[src/rtl/riscv_pkg.sv]
// Shared core definitions: reset vector, canonical NOP and
// the fetch-stage state encoding.
package riscv_pkg;

    localparam logic [31:0] RESET_PC_DEFAULT = 32'hBFC0_0000;
    localparam logic [31:0] NOP_INSTR = 32'h0000_0013;

    typedef enum logic [1:0] {
        IDLE,
        REQ,
        WAIT,
        VALID
    } fetch_state_t;

endpackage

[src/rtl/pc_fetch.sv]
// Instruction fetch stage: owns the PC, issues one imem read at
// a time and selects PC+4 or the branch target for the next fetch.
module pc_fetch
    import riscv_pkg::*;
#(
    parameter int ADDR_WIDTH = 32,
    parameter int DATA_WIDTH = 32,
    parameter logic [ADDR_WIDTH-1:0] RESET_PC =
        ADDR_WIDTH'(RESET_PC_DEFAULT),
    parameter int TIMEOUT = 16
) (
    input  logic                  clk,
    input  logic                  rst_n,
    input  logic                  Branch,
    input  logic                  Zero,
    input  logic [ADDR_WIDTH-1:0] ImmOp,
    input  logic                  Stall,
    output logic                  imem_req,
    output logic [ADDR_WIDTH-1:0] imem_addr,
    input  logic                  imem_gnt,
    input  logic                  imem_rvalid,
    input  logic [DATA_WIDTH-1:0] imem_rdata,
    output logic [DATA_WIDTH-1:0] Instr,
    output logic                  InstrValid,
    output logic [ADDR_WIDTH-1:0] PC,
    output logic                  PCsrc,
    output logic                  FetchErr
);

    localparam int CW = (TIMEOUT > 2) ? $clog2(TIMEOUT) : 1;
    localparam logic [CW-1:0] LAST = CW'(TIMEOUT - 1);
    localparam logic [DATA_WIDTH-1:0] NOP = DATA_WIDTH'(NOP_INSTR);

    fetch_state_t          state;
    logic [ADDR_WIDTH-1:0] fetch_pc;
    logic [CW-1:0]         cnt;
    logic [ADDR_WIDTH-1:0] target;
    logic [ADDR_WIDTH-1:0] next_pc;
    logic                  misaligned;

    assign imem_addr = fetch_pc;

    // Target is forced to a word boundary; the fault is only flagged.
    always_comb begin
        PCsrc = (state == VALID) & ~Stall & Branch & Zero;
        target = PC + ImmOp;
        misaligned = PCsrc & (target[1:0] != 2'b00);
        if (PCsrc)
            next_pc = {target[ADDR_WIDTH-1:2], 2'b00};
        else
            next_pc = PC + ADDR_WIDTH'(4);
    end

    always_ff @(posedge clk or negedge rst_n) begin
        if (!rst_n) begin
            state      <= IDLE;
            fetch_pc   <= RESET_PC;
            PC         <= RESET_PC;
            Instr      <= NOP;
            InstrValid <= 1'b0;
            imem_req   <= 1'b0;
            FetchErr   <= 1'b0;
            cnt        <= '0;
        end else begin
            unique case (state)
                IDLE: begin
                    state    <= REQ;
                    imem_req <= 1'b1;
                end
                REQ: begin
                    if (imem_gnt) begin
                        state    <= WAIT;
                        imem_req <= 1'b0;
                        cnt      <= '0;
                    end
                end
                WAIT: begin
                    cnt <= cnt + 1'b1;
                    if (imem_rvalid) begin
                        Instr      <= imem_rdata;
                        PC         <= fetch_pc;
                        InstrValid <= 1'b1;
                        state      <= VALID;
                    end else if (cnt == LAST) begin
                        Instr      <= NOP;
                        PC         <= fetch_pc;
                        InstrValid <= 1'b1;
                        FetchErr   <= 1'b1;
                        state      <= VALID;
                    end
                end
                VALID: begin
                    if (!Stall) begin
                        InstrValid <= 1'b0;
                        fetch_pc   <= next_pc;
                        imem_req   <= 1'b1;
                        state      <= REQ;
                        if (misaligned)
                            FetchErr <= 1'b1;
                    end
                end
                default: begin
                    state    <= IDLE;
                    imem_req <= 1'b0;
                end
            endcase
        end
    end

endmodule

[config.mk]
export PLATFORM = sky130hd
export DESIGN_NAME = pc_fetch
export DESIGN_NICKNAME = d
export VERILOG_FILES = /design/src/rtl/riscv_pkg.sv /design/src/rtl/pc_fetch.sv
export SDC_FILE = /design/constraint.sdc
export NUM_CORES = 1
export LEC_CHECK = 0
export ABC_AREA = 1
export CORE_MARGIN = 1
export CORE_UTILIZATION = 46
export CTS_CLUSTER_SIZE = 28
export DETAILED_ROUTE_END_ITERATION = 12
export PLACE_DENSITY = 0.77
export RECOVER_POWER = 100
export SYNTH_ARGS = -nofsm -noshare
export SYNTH_HDL_FRONTEND = slang
export SYNTH_SLANG_ARGS = --single-unit
[constraint.sdc]
create_clock -name clk -period 1.8 [get_ports clk]
set_input_delay 0.45 -clock clk [delete_from_list [all_inputs] [get_ports clk]]
set_output_delay 0.45 -clock clk [all_outputs]
set_load 0.005 [all_outputs]
==> impl_metrics.json <==
{
  "stdcell_count": 1624,
  "clk_pin_slew_worst_paths_ns": 0.09,
  "globalplace.congestion": 0.952,
  "synth_area_leaders": "dfrtp_1, nand2_1, dfstp_2, inv_1, ha_1",
  "max_freq_mhz": 396,
  "cts_max_level": 3,
  "vias": 9357,
  "synth-seq-cells": 105,
  "drt_iter0_drc": 1154,
  "io_buffers": 170,
  "status": "finished with violations",
  "tightest_slew_ns": 0.882,
  "layout_min_cycle_time_ns": 2.53,
  "dpl-instance-area_sq_um": 10300,
  "synth_nets": 1167,
  "grt_first_pass_wirelength_um": 44300,
  "slew_headroom": 0.412,
  "yosys.area.top_type_share": 0.287,
  "ff_latch_area_sq_um": 2660,
  "report.final.slew_viol_count": 0,
  "antenna_found_initial": 3,
  "die_area_sq_um": 16400,
  "clkLatencyLatePin_ns": 0.37,
  "dp.cells": 1543,
  "synth_warnings": 0,
  "power_leakage_nw": 6.00,
  "peakVddDrop_uv": 931,
  "fin_nets": 1518,
  "endpoint_kind": "register",
  "fin_ws_ns": -0.728,
  "finalPower_mw": 21.3,
  "arrival_ns": 2.79,
  "diodes": 0,
  "synth_cells": 1057,
  "critPathKind": "register to register",
  "ys_seq_area_frac": 0.362,
  "synth.most_common_cell": "nand2_1",
  "min_period_over_period": 1.40,
  "timing.max_cap.violations": 0,
  "numClockSinks": 105,
  "clock-skew-final_ns": 0.0171,
  "cts_tree": "built",
  "synth_commonest_cells": "nand2_1, inv_1, nor2_1",
  "avgViaCountPerCell": 5.76,
  "initial_core_util": 0.477,
  "grt_max_degree": 63,
  "numCtsBuffers": 9,
  "core_area_sq_um": 15400,
  "die_y_um": 128,
  "violations": "setup timing",
  "synth.distinct_cells": 44,
  "grt_setup_unrepaired": "yes",
  "p_per_area_nw_per_um2": 1720,
  "multiInputGateArea_sq_um": 5300,
  "synth_area_sq_um": 7330,
  "design_area_sq_um": 12400,
  "grt_pass1_vias": 8459,
  "drtPass1Iterations": 9,
  "synth_ff_type": "dfrtp_1",
  "cp_max_fo": 4,
  "drive_above_1_share": 0.348,
  "hpwl_um": 20600,
  "drc": 0,
  "drt-wirelength-per-cell_um": 20.5,
  "avgSynthCellArea_sq_um": 6.94,
  "fill_cells": 959,
  "hp-class": "primary input to asynchronous set/reset pin",
  "synthArstFlopShare": 1.00,
  "die_w_um": 128,
  "yosysTopAreaCell": "dfrtp_1",
  "wl_um": 33400,
  "cts_buffer_depth": 2,
  "io-pin-count": 171,
  "crit_required_ns": 2.06,
  "startpoint_type": "register",
  "worstRegToRegCells": 10,
  "ant_nets": 0,
  "hold_viol": 0,
  "rows": 45,
  "gr-total-overflow": 0,
  "whs_ns": 0.418,
  "synth_edf_count": 0,
  "grt_usage": 0.354,
  "setup_viol_count_final": 32,
  "cts_root_buf": "clkbuf_16",
  "area_delta_synth_final_pct": 69.1
}
## kinds of logic (layout without fill, tap and decap cells)
family	Yosys count	after routing	synth area share
flops	105	105	0.362
compound gates	169	169	0.138
simple gates	565	565	0.329
buf+inv	166	522	0.0882
xor+xnor	13	13	0.0155
fa+ha+maj	39	39	0.0676
## where the power goes
group	total, mW	switching, mW	internal [mW]
Clock	2.02	1.05	0.970
Sequential	4.66	1.03	3.63
Combinational	14.6	7.61	7.00
Total	21.3	9.69	11.6
## what timing repair did
item,in CTS,in global routing
hold buffers,1,0
resized for setup,233,162
endpoints found under the hold margin,2,0
pin swaps,38,71
setup buffers,42,22
setup endpoints to repair,74,39
## metrics by stage
| step | TNS, ns | worst slack (ns) | utilization |
|---|---|---|---|
| after floorplan | -0.162 | -0.0411 | - |
| after global placement | -18.42 | -0.690 | 0.668 |
| after detailed placement | -19.60 | -0.725 | 0.668 |
| after CTS | -1.47 | -0.146 | 0.756 |
| after global routing | -11.60 | -0.950 | 0.807 |
| final | -7.31 | -0.728 | 0.807 |
## layout by cell type (no fill, tap or decap), types with 23 or more instances in the layout
cell               n
nand2_1          247
buf_4            145
inv_1            126
clkdlybuf4s50_1   98
dfrtp_1           83
nor2_1            77
nand2_2           69
dlygate4sd2_1     60
nand3_1           41
a21oi_1           41
o21ai_0           37
buf_6             33
a22o_1            29
ha_4              29
a21oi_2           23
## metal layers
metal,vias to the layer above,share of wire,global-route usage
li1,4109,-,-
met1,4328,0.36,0.441
met2,691,0.45,0.562
met3,227,0.11,0.0639
met4,2,0.083,0.236
met5,-,0.00039,0
## worst max-delay path, cell delays in order, from the launching register on
cell	delay (ns)
dfrtp_1	0.43
ha_4	0.25
a21oi_1	0.33
nand2_1	0.40
buf_4	0.27
inv_1	0.08
nand2_4	0.08
buf_4	0.14
nand2_1	0.08
nand3_2	0.09
a31oi_1	0.26
## state kept, by name, indices dropped and copies added, names as in the netlist
name / cells
Instr: 32
PC: 32
imem_addr: 32
cnt: 4
state: 2
FetchErr: 1
InstrValid: 1
imem_req: 1
## final cells by class
cell class | count | share of cell area
clock buffer | 9 | 0.0182
sequential | 105 | 0.214
timing repair buffer | 364 | 0.271
inverter | 142 | 0.0432
tap | 211 | 0.0213
multi-input combinational | 786 | 0.428
clock inverter | 7 | 0.00495
## worst paths after layout
check | from | endpoint | slack [ns]
worst max-delay path | PC[9] | imem_addr[10] | -0.73
worst min-delay path | rst_n | Instr[12] | 0.42
worst max register to register | PC[9] | imem_addr[10] | -0.73
worst min register to register | FetchErr | FetchErr | 0.48
max in group asynchronous | rst_n | PC[15] | 0.18
min in group clk | FetchErr | FetchErr | 0.48
Power figures use the tool's default switching activity.
